**src/rtl/proc_pkg.sv**
```systemverilog
// Shared types and helpers for the processor run-control slice.
package proc_pkg;

  localparam int DEF_PC_W  = 10;
  localparam int DEF_CNT_W = 16;

  typedef enum logic [1:0] {IDLE, LOAD, RUN, DONE} run_state_t;

  // The halt opcode is all ones of the instruction width; callers zero-extend into 64 bits.
  function automatic logic is_halt(input logic [63:0] inst, input int unsigned w);
    logic [63:0] mask;
    mask = (64'd1 << w) - 64'd1;
    return &(inst | ~mask);
  endfunction

endpackage

```
**src/rtl/prog_run_ctl_sat_counter.sv**
```systemverilog
// Saturating up-counter with synchronous clear and a sticky saturation flag.
module sat_counter
  import proc_pkg::*;
#(
  parameter int W = DEF_CNT_W
) (
  input  logic         Clk,
  input  logic         Reset,
  input  logic         Clr,
  input  logic         Inc,
  output logic [W-1:0] Q,
  output logic         Sat
);

  // Sat flags an increment lost at all-ones, so it stays set until the next clear.
  always_ff @(posedge Clk) begin
    if (Reset || Clr) begin
      Q   <= '0;
      Sat <= 1'b0;
    end else if (Inc) begin
      if (&Q) begin
        Sat <= 1'b1;
      end else begin
        Q <= Q + W'(1);
      end
    end
  end

endmodule

```
**src/rtl/prog_run_ctl.sv**
```systemverilog
// Program run control: Start/Ack handshake, program select, halt detect, perf counters.
// Optional watchdog enabled by defining PROG_RUN_WATCHDOG_EN.
module prog_run_ctl
  import proc_pkg::*;
#(
  parameter int                         PC_W       = DEF_PC_W,
  parameter int                         INST_W     = 9,
  parameter int                         CNT_W      = DEF_CNT_W,
  parameter int                         NUM_PROG   = 3,
  parameter int                         SEL_W      = 2,
  parameter logic [NUM_PROG*PC_W-1:0]   PROG_BASE  = {PC_W'(256), PC_W'(128), PC_W'(0)},
  parameter int unsigned                WDOG_LIMIT = 32'hFFF0
) (
  input  logic              Clk,
  input  logic              Reset,
  input  logic              Start,
  input  logic [SEL_W-1:0]  ProgSel,
  input  logic [INST_W-1:0] Instruction,
  input  logic              StallIn,
  input  logic              JumpTaken,
  output logic              PcLoad,
  output logic [PC_W-1:0]   PcLoadVal,
  output logic              CoreRun,
  output logic              Ack,
  output logic [CNT_W-1:0]  CycleCt,
  output logic [CNT_W-1:0]  InstCt,
  output logic [CNT_W-1:0]  JumpCt,
  output logic              CntOvf,
  output logic              Timeout
);

  run_state_t state;
  logic       haltInst;
  logic       retire;
  logic       clr;
  logic       incCyc;
  logic       incInst;
  logic       incJump;
  logic       satCyc;
  logic       satInst;
  logic       satJump;
  logic       wdogHit;

  // Out-of-range selections fall back to program 0.
  function automatic logic [PC_W-1:0] baseOf(input logic [SEL_W-1:0] sel);
    int idx;
    idx = (int'(sel) < NUM_PROG) ? int'(sel) : 0;
    return PROG_BASE[idx*PC_W +: PC_W];
  endfunction

  assign haltInst = is_halt(64'(Instruction), INST_W);
  assign retire   = (state == RUN) && !StallIn;

  // Start forces LOAD from every state, so clearing on Start zeroes the counters on LOAD entry.
  assign clr     = Start || (state == LOAD);
  assign incCyc  = (state == RUN);
  assign incInst = retire && !haltInst;
  assign incJump = retire && JumpTaken;

`ifdef PROG_RUN_WATCHDOG_EN
  logic timeoutQ;

  // Fire one cycle early so CycleCt lands exactly on the limit as DONE is entered.
  assign wdogHit = (state == RUN) && (CycleCt == CNT_W'(WDOG_LIMIT - 1));

  always_ff @(posedge Clk) begin
    if (Reset || clr) begin
      timeoutQ <= 1'b0;
    end else if (wdogHit) begin
      timeoutQ <= 1'b1;
    end
  end

  assign Timeout = timeoutQ;
`else
  logic unusedWdogLimit;

  assign unusedWdogLimit = (WDOG_LIMIT != 0);
  assign wdogHit         = 1'b0;
  assign Timeout         = 1'b0;
`endif

  always_ff @(posedge Clk) begin
    if (Reset) begin
      state <= IDLE;
    end else begin
      case (state)
        IDLE: if (Start) state <= LOAD;
        LOAD: if (!Start) state <= RUN;
        RUN: begin
          if (Start) begin
            state <= LOAD;
          end else if (wdogHit || (haltInst && !StallIn)) begin
            state <= DONE;
          end
        end
        DONE: if (Start) state <= LOAD;
        default: state <= IDLE;
      endcase
    end
  end

  assign PcLoad    = (state == LOAD);
  assign CoreRun   = (state == RUN);
  assign Ack       = (state == DONE);
  assign PcLoadVal = (state == LOAD) ? baseOf(ProgSel) : PROG_BASE[PC_W-1:0];
  assign CntOvf    = satCyc || satInst || satJump;

  sat_counter #(.W(CNT_W)) uCycCt (
    .Clk   (Clk),
    .Reset (Reset),
    .Clr   (clr),
    .Inc   (incCyc),
    .Q     (CycleCt),
    .Sat   (satCyc)
  );

  sat_counter #(.W(CNT_W)) uInstCt (
    .Clk   (Clk),
    .Reset (Reset),
    .Clr   (clr),
    .Inc   (incInst),
    .Q     (InstCt),
    .Sat   (satInst)
  );

  sat_counter #(.W(CNT_W)) uJumpCt (
    .Clk   (Clk),
    .Reset (Reset),
    .Clr   (clr),
    .Inc   (incJump),
    .Q     (JumpCt),
    .Sat   (satJump)
  );

endmodule

```
**config.mk**
```make
export PLATFORM = sky130hd
export DESIGN_NAME = prog_run_ctl
export DESIGN_NICKNAME = d
export VERILOG_FILES = /design/src/rtl/proc_pkg.sv /design/src/rtl/prog_run_ctl_sat_counter.sv /design/src/rtl/prog_run_ctl.sv
export SDC_FILE = /design/constraint.sdc
export NUM_CORES = 1
export LEC_CHECK = 0
export ABC_AREA = 1
export BUFFER_PORTS_ARGS = -buffer_cell sky130_fd_sc_hd__buf_4
export CAP_MARGIN = 10
export CORE_ASPECT_RATIO = 0.8
export CORE_MARGIN = 10
export CORE_UTILIZATION = 36
export CTS_BUF_LIST = sky130_fd_sc_hd__clkbuf_16
export CTS_CLUSTER_SIZE = 40
export DETAILED_ROUTE_END_ITERATION = 12
export HOLD_SLACK_MARGIN = 0.03
export SYNTH_ARGS = -nofsm -noshare
export SYNTH_HDL_FRONTEND = slang
export SYNTH_SLANG_ARGS = --single-unit
```
**constraint.sdc**
```tcl
create_clock -name Clk -period 1.8 [get_ports Clk]
set_input_delay 0.27 -clock Clk [delete_from_list [all_inputs] [get_ports Clk]]
set_output_delay 0.27 -clock Clk [all_outputs]
set_load 0.05 [all_outputs]
```
[After elaboration in Yosys (flattened, before gate mapping)]
Index checks and enable logic that the tools add are counted.
Storage, ports and cells
  bits in registers: 53
  output and inout bits: 63
  word-level logic and storage cells: 52
  bits of input ports: 16
Cells by class
  multipliers: 1
  reductions and logical operators: 23
  muxes and demuxes: 7
  bitwise operators: 3
  order comparisons: 1
  shift operators: 1
  add/subtract/negate cells: 3
  eq/ne operators: 6
Operators by type and width (count)
  17-bit AND reduction: 3
  16-bit by 1-bit adder with 16-bit output (second input constant): 3
  16-bit AND reduction: 3
  30-bit by 7-bit indexed part select with 10-bit output (first input constant): 1
  10-bit 2-to-1 mux: 1
  2-bit 2-to-1 mux: 5
  9-bit AND reduction: 1
  2-bit one-hot mux with 3 select lines: 1
  2-bit AND reduction: 3
  2-bit by 3-bit multiplier with 5-bit output (second input constant): 1
  2-bit == test (second input constant): 2
  1-bit logical AND: 4
  1-bit logical OR: 4
  3-bit by 2-bit != test with 1-bit output (second input constant): 1
  1-bit inverter: 3
  3-bit AND reduction: 1
  2-bit by 1-bit == test with 1-bit output (second input constant): 1
  1-bit logical NOT: 2
  2-bit logical NOT: 1
  2-bit less-than comparator (second input constant): 1
  2-bit by 1-bit != test with 1-bit output (second input constant): 1
  2-bit != test (second input constant): 1
  2-bit OR reduction: 1

[Logic depth before layout (Yosys ltp)]
Gate-level depths: netlist (run 1).
  depth in word-level cells: 5
  mapped depth: 10
  mapped depth without buffers: 10

[Hierarchy]
Synthesis (run 1) repeated with hierarchy kept, for this count alone.
Second synthesis, totals
  cell total of the unflattened synthesis: 508
  area, all modules: 3289.4 µm²
By module, submodules not included
  sat_counter: instances 3, sequential area each 340.3 µm², area an instance 988.4 µm², cells an instance 152
  prog_run_ctl: instances 1, sequential area each 40.0 µm², area an instance 324.1 µm², cells an instance 52

[Least setup slack after synthesis (run 1)]
No wires, ideal clock.
  path kind: reg2reg
  start point: register uJumpCt.Q[0]
  end point: register uJumpCt.Q[1]
  path slack: -180 ps
  path buffers: 1
  library setup time: 116 ps
  data required time: 1684 ps
  clock period less this slack: 1980 ps
  stages on the path, launching flop included: 10
  arrival: 1864 ps
  path through: dfxtp_1 -> ha_1 -> nand3_1 -> nor2_1 -> nand3_1 -> nand2_2 -> inv_1 -> buf_4 -> nor2_1 -> nor2_1
Between the ends
  cells in the longest elaborated chain, start to end: 3
  elaborated cells on any way between the ends: 4
  classes of those cells: add/sub: 1; bitwise: 1; reduce/logical: 2
RTL lines
  start, declared: line prog_run_ctl_sat_counter.sv:11  | output logic [W-1:0] Q,
  start signal, assigned: line prog_run_ctl_sat_counter.sv:24  | Q <= Q + W'(1);
  parallel branches: the longest is 3 deep, another holds 16-bit by 1-bit adder with 16-bit output
Several ways; the timed one is not identified.
A chain may end at the register's enable or synchronous reset.

[Final worst setup path (run 1)]
  start point: register uJumpCt.Q[1]
  end point: register uJumpCt.Q[5]
Same word-level chain as after synthesis.

==> flow_metrics.py, run 1 <==
metrics = {
    "detailed_routing": {
        "drc": 0,
        "firstDrtPassIters": 4,
        "routed_wl_um": 9490,
        "wire_per_inst_um": 13.5,
        "final_antenna_net_count": 0,
        "vias": 3420,
        "drtIter0Drc": 285,
        "vias_per_cell": 4.86,
    },
    "timing": {
        "timing.final.crit_share": 0.925,
        "rsz0062_at_grt": "false",
        "fmax_mhz": 601,
        "setup_tns_ns": 0,
        "final_max_slew_viol_count": 0,
        "hold_viol": 0,
        "whs_ns": 0.250,
        "finClkSkew_ns": 0.00614,
        "setup_viol": 0,
        "max_slew_margin": 0.627,
        "finalCriticalPeriod_ns": 1.66,
        "worstMarginPinSlew_ns": 0.559,
    },
    "power": {
        "clock_power_share": 0.312,
        "powerDensity_nw_per_um2": 730,
        "p_leak_nw": 1.64,
        "internal-power_mw": 1.96,
        "power_frac_seq": 0.411,
        "ir_worst_vdd_mv": 0.464,
        "p_comb_frac": 0.277,
        "switching_share": 0.352,
        "switchingPower_mw": 1.06,
    },
    "setup_path": {
        "r2r_setup_slack_ns": 0.14,
        "required_ns": 2.02,
        "arrival_ns": 1.88,
        "worst_setup_path_end_kind": "flip-flop",
        "crit_type": "flip-flop to flip-flop",
        "start_kind": "flip-flop",
        "cp_max_fo": 11,
    },
    "place": {
        "hpwlAfterDp_um": 7120,
        "io_buffers": 69,
        "place_congestion": 0.865,
    },
    "synthesis": {
        "syn_area_um2": 3230,
        "ys_seq_area_frac": 0.329,
        "ys_types": 34,
        "synthArstFlopShare": 0,
        "avgSynthCellArea_um2": 6.43,
        "yosys-top-cells-count": "nand2_1, nor2_1, dfxtp_1, inv_1, a21oi_1",
        "synth_cells": 502,
        "synth_edf_count": 0,
        "ys_ff_latch": 53,
        "synth_ff_type": "dfxtp_1",
        "synthTopCellsByArea": "dfxtp_1, nand2_1, nor2_1, a21oi_1, nand3_1",
        "yosysWarnings": 0,
        "synth_top_area_share": 0.329,
        "synth_most_common_cell": "nand2_1",
        "yosysTopAreaCell": "dfxtp_1",
    },
    "floorplanning": {
        "die_w_um": 126,
        "die_y_um": 105,
        "die-area_um2": 13200,
        "io_pins": 79,
        "num_rows": 30,
        "start_util": 0.375,
        "core_area_um2": 8600,
    },
    "final_layout": {
        "nFillCells": 901,
        "antennaDiodeCount": 0,
        "drive_gt1_frac": 0.223,
        "area_growth_syn_to_layout_pct": 28.4,
        "final_nets": 613,
    },
    "grt": {
        "antenna_found_initial": 0,
        "grt_pass1_vias": 3103,
        "overflow": 0,
        "grt_pass1_wl_um": 15200,
        "track_usage": 0.134,
        "grt_max_degree": 29,
    },
    "clock_network": {
        "cts.root.buffer_cell": "clkbuf_16",
        "numCtsBuffers": 5,
        "clock-sinks": 53,
        "clock_latency_ns": 0.29,
        "holdBufCountCts": 0,
        "clk_pin_slew_ns": 0.07,
        "clk_path_buf_depth": 2,
        "h-tree-depth": 2,
        "cts_tree": "yes",
    },
    "outcome": {
        "outcome": "completed",
    },
    "worst_hold_path": {
        "hold_path_class": "primary input to flip-flop",
    },
    "flow_run": {
        "cap_violations": 0,
    },
}
[cell families after synthesis]
kind of cell    count (synthesis)  synth area share
mux                             1           0.00310
flops                          53             0.329
other cells                     1           0.00116
fa+ha+maj                       7            0.0271
xor+xnor                       14            0.0380
simple gates                  297             0.403
buf+inv                        66            0.0985
compound gates                 63             0.100
[worst paths after layout]
path | startpoint | endpoint | depth (start not counted)
worst max-delay path | uJumpCt.Q[1]$_SDFFE_PP0P_ | uJumpCt.Q[5]$_SDFFE_PP0P_ | 8
worst min register to register | uInstCt.Sat$_SDFFE_PP0P_ | uInstCt.Sat$_SDFFE_PP0P_ | 2
worst max register to register | uJumpCt.Q[1]$_SDFFE_PP0P_ | uJumpCt.Q[5]$_SDFFE_PP0P_ | 8
worst min-delay path | Reset | state[0]$_SDFFE_PP0P_ | 4
[power groups by stage]
stage	clock network, mW	registers, mW	logic (mW)
2_1_floorplan	0	1.30	0.576
3_3_place_gp	0	1.26	0.786
3_5_place_dp	0	1.27	0.791
4_1_cts	0.968	1.24	0.793
5_1_grt	1.02	1.25	0.916
6_report	0.944	1.24	0.839
[metal layers]
metal | vias to the layer above | global-route usage | wire [µm]
met5 | - | 0 | 0
li1 | 1761 | - | -
met2 | 95 | 0.208 | 4140
met3 | 8 | 0.0359 | 720
met4 | 0 | 0.0308 | 59
met1 | 1556 | 0.181 | 4570
[worst max-delay path, stage by stage (launching register included)]
cell     delay [ns]
dfxtp_2        0.35
ha_1           0.21
nand3_1        0.13
nor2_1         0.18
nand3_2        0.16
nand2_4        0.15
buf_4          0.20
nand2_1        0.06
a21oi_1        0.15
[what timing repair did]
item / 4_1_cts / 5_1_grt
resized for setup: 0 / 9
setup endpoints to repair: 0 / 31
buffers inserted: 0 / 1
[flip-flops by register name (all words and copies together), names as in the netlist]
register,flops
uCycCt.Sat,1
state,2
uInstCt.Q,16
uCycCt.Q,16
uInstCt.Sat,1
uJumpCt.Q,16
uJumpCt.Sat,1
[layout make-up]
| cell class | count | area (µm²) | area share |
|---|---|---|---|
| timing repair inverter | 1 | 7.51 | 0.00181 |
| tap | 112 | 140 | 0.0338 |
| inverter | 46 | 176 | 0.0426 |
| sequential | 53 | 1070 | 0.258 |
| multi-input combinational | 392 | 1920 | 0.463 |
| clock inverter | 3 | 12.5 | 0.00302 |
| clock buffer | 5 | 125 | 0.0302 |
| timing repair buffer | 91 | 696 | 0.168 |
[cells in the final DEF (no fill, tap or decap), drive strengths merged, types with 2 or more instances in the layout]
cell        n
nor3        7
a21oi      42
buf        91
o21ai      19
conb        9
clkinv      3
nand4      12
inv        45
ha          7
clkbuf      5
xnor2       6
clkinvlp    2
nor2       90
nand3      36
nand2     150
dfxtp      53
xor2        8
[through the flow]
stage                     utilization  cell area, µm²  power [mW]  cells  worst slack [ns]
after global routing            0.482            4140        3.18    703           0.00491
final                           0.482            4140        3.02    703             0.136
after floorplan                     -            3270        1.88    510           0.00544
after global placement          0.458            3940        2.05    692             0.106
after CTS                       0.474            4080        3.00    700            0.0137
after detailed placement        0.458            3940        2.06    692            0.0193
Power figures use the tool's default switching activity.
==> run 2, diff against run 1 <==
Settings changed: MAX_ROUTING_LAYER from default to met4.
==> run 2 against run 1 <==
Total power is essentially flat. Core utilization unchanged. First-iteration DRC count down 11%. Clock power is essentially flat. Sequential cell count stayed put. Final area is the same.
==> flow_metrics.py, run 2 (synthesis gave the netlist of run 1 again) <==
metrics = {
    "outcome": {
        "outcome": "completed",
    },
    "place": {
        "place_congestion": 0.879,
        "io_buffers": 69,
        "hpwlAfterDp_um": 7120,
    },
    "clock_network": {
        "clock-sinks": 53,
        "cts.root.buffer_cell": "clkbuf_16",
        "holdBufCountCts": 0,
        "numCtsBuffers": 5,
        "clock_latency_ns": 0.29,
        "clk_pin_slew_ns": 0.07,
        "cts_tree": "yes",
        "h-tree-depth": 2,
        "clk_path_buf_depth": 2,
    },
    "final_layout": {
        "most-common-layout-cells": "nand2_1, buf_4, nor2_1, dfxtp_1, inv_1",
        "final_nets": 613,
        "drive_gt1_frac": 0.223,
        "area_growth_syn_to_layout_pct": 28.4,
        "antennaDiodeCount": 0,
        "mostFrequentLayoutCell": "nand2_1",
        "largestRegisters": "uCycCt.Q: 16 flops, uInstCt.Q: 16 flops, uJumpCt.Q: 16 flops",
    },
    "timing": {
        "finalCriticalPeriod_ns": 1.66,
        "finClkSkew_ns": 0.00596,
        "hold_viol": 0,
        "setup_tns_ns": 0,
        "rsz0062_at_grt": "false",
        "final_max_slew_viol_count": 0,
        "fmax_mhz": 601,
        "setup_viol": 0,
        "timing.final.crit_share": 0.925,
        "max_slew_margin": 0.629,
        "worstMarginPinSlew_ns": 0.555,
    },
    "floorplanning": {
        "core_area_um2": 8600,
        "die-area_um2": 13200,
        "die_w_um": 126,
        "start_util": 0.375,
        "num_rows": 30,
        "io_pins": 79,
        "die_y_um": 105,
    },
    "setup_path": {
        "crit_type": "flip-flop to flip-flop",
        "reg2reg_from": "state[0]$_SDFFE_PP0P_",
        "required_ns": 1.95,
        "cp_cell_sequence": "inv_1, ha_1, nand2_1, inv_1, nand2_2, buf_4, nor2_1, nand3_1, a21oi_1",
        "arrival_ns": 1.82,
        "r2r-end": "uInstCt.Sat$_SDFFE_PP0P_",
        "cp_common_cell": "inv_1",
        "crit_buf_inv": 3,
        "r2r_setup_slack_ns": 0.14,
        "slowest_stage": "dfxtp_1",
        "worst_setup_path_end_kind": "flip-flop",
        "crit_family": "simple AND/OR/NAND/NOR gates",
        "start_kind": "flip-flop",
        "cp_max_fo": 10,
        "crit_path_max_incr_delay_ns": 0.41,
        "r2r_cells": 9,
        "worstSetupStartpoint": "state[0]$_SDFFE_PP0P_",
    },
    "detailed_routing": {
        "routed_wl_um": 9460,
        "drc": 0,
        "vias": 3406,
        "final_antenna_net_count": 0,
        "firstDrtPassIters": 4,
        "wire_per_inst_um": 13.5,
        "vias_per_cell": 4.84,
        "drtIter0Drc": 253,
    },
    "power": {
        "internal-power_mw": 1.96,
        "ir_worst_vdd_mv": 0.465,
        "clock_power_share": 0.312,
        "switching_share": 0.352,
        "p_leak_nw": 1.64,
        "totalPowerFinal_mw": 3.02,
        "power_frac_seq": 0.411,
        "powerDensity_nw_per_um2": 730,
        "p_comb_frac": 0.277,
        "switchingPower_mw": 1.06,
    },
    "grt": {
        "grtUsageMet2": 0.208,
        "use_met1": 0.183,
        "grt_max_degree": 29,
        "grt_pass1_vias": 3104,
        "track_usage": 0.138,
        "busiest_layer": "met2",
        "met3_usage": 0.0308,
        "grt_pass1_wl_um": 15200,
        "antenna_found_initial": 0,
        "overflow": 0,
    },
    "flow_run": {
        "cap_violations": 0,
    },
    "worst_hold_path": {
        "hold_start": "Reset",
        "hold_path_class": "primary input to flip-flop",
        "worstHoldEndpoint": "state[0]$_SDFFE_PP0P_",
        "worst_hold_path.num_cells": 4,
    },
}
-- run 2: cell counts in the layout (fill, tap and decap cells not counted) --
Identical to the previous run, type by type.
-- run 2: routing by layer --
metal	part of all wire	vias up
li1	-	1764
met1	0.49	1555
met2	0.44	81
met3	0.061	6
met4	0.0060	0
met5	0	-
-- run 2: worst register-to-register path, cell delays in order (launching register included) --
cell and delay [ns]:
dfxtp_1 0.41, inv_1 0.07, ha_1 0.26, nand2_1 0.17, inv_1 0.07, nand2_2 0.16
buf_4 0.21, nor2_1 0.05, nand3_1 0.07, a21oi_1 0.06
-- run 2: cell type report --
cell class | count | area, µm²
Timing Repair inverter | 1 | 7.51
Clock buffer | 5 | 125
Inverter | 46 | 176
Sequential cell | 53 | 1070
Tap cell | 112 | 140
Timing Repair Buffer | 91 | 696
Fill cell | 901 | 4450
Clock inverter | 3 | 12.5
Multi-Input combinational cell | 392 | 1920
-- run 2: through the flow --
step	setup slack [ns]	util	cells	cell area, µm²	hold WS (ns)
CTS	0.0137	0.474	700	4080	0.247
floorplan	0.00544	-	510	3270	0.426
detailed placement	0.0193	0.458	692	3940	0.452
finish	0.136	0.482	703	4140	0.251
global placement	0.106	0.458	692	3940	0.446
global route	0.00417	0.482	703	4140	0.260
-- run 2: timing repair --
item                       4_1_cts  5_1_grt
resized for setup                0        9
setup buffers                    0        1
setup endpoints to repair        0       31
hold endpoints to repair         0        0
-- run 2: power by group through the flow --
stage,Sequential [mW],Clock [mW],Combinational (mW)
after floorplan,1.30,0,0.576
after global placement,1.26,0,0.786
after detailed placement,1.27,0,0.791
after CTS,1.24,0.968,0.793
after global routing,1.25,1.02,0.916
final,1.24,0.944,0.838
-- run 2: worst max path at each step --
stage | end | cells past startpoint
global route | uJumpCt.Q[5]$_SDFFE_PP0P_ | 8
floorplan | uJumpCt.Q[11]$_SDFFE_PP0P_ | 9
detailed placement | uInstCt.Q[11]$_SDFFE_PP0P_ | 9
finish | uInstCt.Sat$_SDFFE_PP0P_ | 9
global placement | uJumpCt.Q[0]$_SDFFE_PP0P_ | 8
CTS | uInstCt.Q[11]$_SDFFE_PP0P_ | 9
==> run 3, diff against run 2 <==
Settings changed: ABC_AREA 1 to default, SETUP_SLACK_MARGIN from default to 0.3, SLEW_MARGIN from default to 20.
==> run 3 against run 2 <==
First-iteration DRC count fell by 57%. Sequential power decreased by 5%. Total power shrank 2.6%. Critical endpoint is now uJumpCt.Q[3]$_SDFFE_PP0P_. Largest power group unchanged.
==> flow_metrics.py, run 3 <==
metrics = {
    "outcome": {
        "outcome": "completed",
    },
    "synthesis": {
        "ys_seq_area_frac": 0.383,
        "yosys-top-cells-count": "dfxtp_1, nor2_1, nand2_1, nand3_1, nand4_1",
        "syn_area_um2": 2770,
        "yosysWarnings": 0,
        "ys_types": 50,
        "synth_most_common_cell": "dfxtp_1",
        "synth_ff_type": "dfxtp_1",
        "synth_top_family_by_area": "simple AND/OR/NAND/NOR gates",
        "synthTopCellsByArea": "dfxtp_1, nor2_1, xnor2_1, xor2_1, nand3_1",
        "yosysTopAreaCell": "dfxtp_1",
        "avgSynthCellArea_um2": 8.32,
        "synthMuxAreaShare": 0.00361,
        "ys_ff_latch": 53,
        "synthAdderAreaFrac": 0.0316,
        "synth_edf_count": 0,
        "synthArstFlopShare": 0,
        "synth_top_area_share": 0.383,
        "yosys.area_share.simple": 0.347,
        "yosys.area_share.xor_xnor": 0.0948,
        "synth_cells": 333,
        "synth_compound_area_frac": 0.0944,
    },
    "timing": {
        "finalCriticalPeriod_ns": 1.67,
        "layout_setup_ws_ns": 0.131,
        "timing.final.crit_share": 0.927,
        "final_max_slew_viol_count": 0,
        "finClkSkew_ns": 0.00731,
        "rsz0062_at_grt": "true",
        "setup_viol": 0,
        "hold_viol": 0,
        "setup_tns_ns": 0,
        "whs_ns": 0.185,
        "fmax_mhz": 599,
    },
    "place": {
        "place_congestion": 0.796,
        "hpwlAfterDp_um": 6160,
        "place_ws_ns": 0.00959,
        "postPlaceCellArea_um2": 3730,
        "io_buffers": 69,
    },
    "detailed_routing": {
        "routed_wl_um": 9140,
        "drc": 0,
        "final_antenna_net_count": 0,
        "vias_per_cell": 5.15,
        "drtIter0Drc": 109,
        "wire_per_inst_um": 16.2,
        "vias": 2916,
        "firstDrtPassIters": 4,
    },
    "clock_network": {
        "clock_latency_ns": 0.29,
        "h-tree-depth": 2,
        "clk_path_buf_depth": 2,
        "clk_pin_slew_ns": 0.07,
        "cts_tree": "yes",
        "holdBufCountCts": 0,
        "numCtsBuffers": 5,
        "cts.root.buffer_cell": "clkbuf_16",
        "clock-sinks": 53,
    },
    "floorplanning": {
        "core_area_um2": 7430,
        "die_y_um": 98.5,
        "start_util": 0.373,
        "die-area_um2": 11600,
        "io_pins": 79,
        "num_rows": 28,
        "die_w_um": 118,
    },
    "setup_path": {
        "worst_setup_path_end_kind": "flip-flop",
        "start_kind": "flip-flop",
        "r2r_setup_slack_ns": 0.13,
        "arrival_ns": 1.90,
        "r2r-end": "uJumpCt.Q[3]$_SDFFE_PP0P_",
        "crit_type": "flip-flop to flip-flop",
        "required_ns": 2.03,
        "r2r_cells": 5,
        "reg2reg_from": "state[0]$_SDFFE_PP0P_",
        "cp_max_fo": 7,
    },
    "final_layout": {
        "nFillCells": 628,
        "drive_gt1_frac": 0.555,
        "most-common-layout-cells": "buf_4, nor2_1, dfxtp_4, nand2_1",
        "fin_area_um2": 4610,
        "area_growth_syn_to_layout_pct": 66.3,
        "final_nets": 483,
        "mostFrequentLayoutCell": "buf_4",
        "largestRegisters": "uCycCt.Q: 16 flops, uInstCt.Q: 16 flops, uJumpCt.Q: 16 flops",
        "antennaDiodeCount": 0,
    },
    "worst_hold_path": {
        "hold_path_class": "primary input to flip-flop",
        "hold_start": "Reset",
        "worstHoldEndpoint": "state[1]$_SDFFE_PP0P_",
        "worst_hold_path.num_cells": 2,
    },
    "grt": {
        "track_usage": 0.147,
        "grt_pass1_vias": 2790,
        "grt_pass1_wl_um": 14100,
        "overflow": 0,
        "antenna_found_initial": 0,
        "grt_max_degree": 25,
    },
    "power": {
        "totalPowerFinal_mw": 2.95,
        "ir_worst_vdd_mv": 0.478,
        "powerDensity_nw_per_um2": 639,
        "p_leak_nw": 1.76,
    },
    "flow_run": {
        "cap_violations": 0,
    },
}
[run 3: cell types whose count changed after synthesis, moves of 6 or more]
cell / previous run / this run
o21ai_0: 17 / 8
xnor2_1: 6 / 15
nand3_1: 34 / 25
nand2_1: 145 / 25
inv_1: 43 / 6
nor2_1: 81 / 50
nor4_1: 0 / 6
or3_1: 0 / 7
xor2_1: 8 / 15
nand4_1: 12 / 19
a21oi_1: 41 / 10
[run 3: where the power goes]
| part | switching, mW | internal [mW] |
|---|---|---|
| combinational | 0.497 | 0.343 |
| clock | 0.423 | 0.502 |
| sequential | 0.0278 | 1.15 |
| total | 0.948 | 2.00 |
[run 3: cell type report]
type                       instances  area (µm²)  area share
timing repair buffer             129        1040       0.225
clock inverter                     3        11.3     0.00244
sequential                        53        1210       0.263
clock buffer                       5         125      0.0272
multi-input combinational        265        2070       0.449
tap                              105         131      0.0285
inverter                           6        22.5     0.00489
[run 3: kinds of logic after synthesis]
kind of cell / Yosys count
compound gates: 40
xor+xnor: 30
fa+ha+maj: 7
buf+inv: 23
flops: 53
mux: 1
other cells: 1
simple gates: 178
[run 3: per-layer routing]
layer,routed length (µm),track usage,part of all wire,up-vias
met1,4230,0.186,0.46,1390
li1,-,-,-,1443
met3,318,0.0296,0.035,7
met2,4520,0.235,0.49,76
met5,0,-,0,-
met4,74,0.0389,0.0081,0
[run 3: what timing repair did]
item                       4_1_cts  5_1_grt
hold endpoints to repair         0        0
pin swaps                       35       31
setup endpoints to repair       53       53
setup buffers                   24       25
gates resized for setup         30       51
[run 3: how the worst max path moves through the flow]
stage	start	endpoint	depth (start not counted)
after detailed placement	Instruction[8]	state[0]$_SDFFE_PP0P_	6
final	state[0]$_SDFFE_PP0P_	uJumpCt.Q[3]$_SDFFE_PP0P_	5
after global placement	Instruction[8]	state[0]$_SDFFE_PP0P_	6
after global routing	state[0]$_SDFFE_PP0P_	uInstCt.Q[15]$_SDFFE_PP0P_	8
after floorplan	state[0]$_SDFFE_PP0P_	uJumpCt.Q[13]$_SDFFE_PP0P_	7
after CTS	state[0]$_SDFFE_PP0P_	uInstCt.Q[13]$_SDFFE_PP0P_	7
[run 3: stage by stage]
stage                     instances   util
after floorplan                 341      -
final                           566  0.620
after global routing            566  0.620
after CTS                       541  0.567
after detailed placement        509  0.503
after global placement          509  0.503
[run 3: critical path: stages, from the launching register on]
cell,delay (ns)
dfxtp_4,0.35
buf_4,0.14
ha_4,0.17
or3_4,0.39
or4_4,0.50
nand2_2,0.06
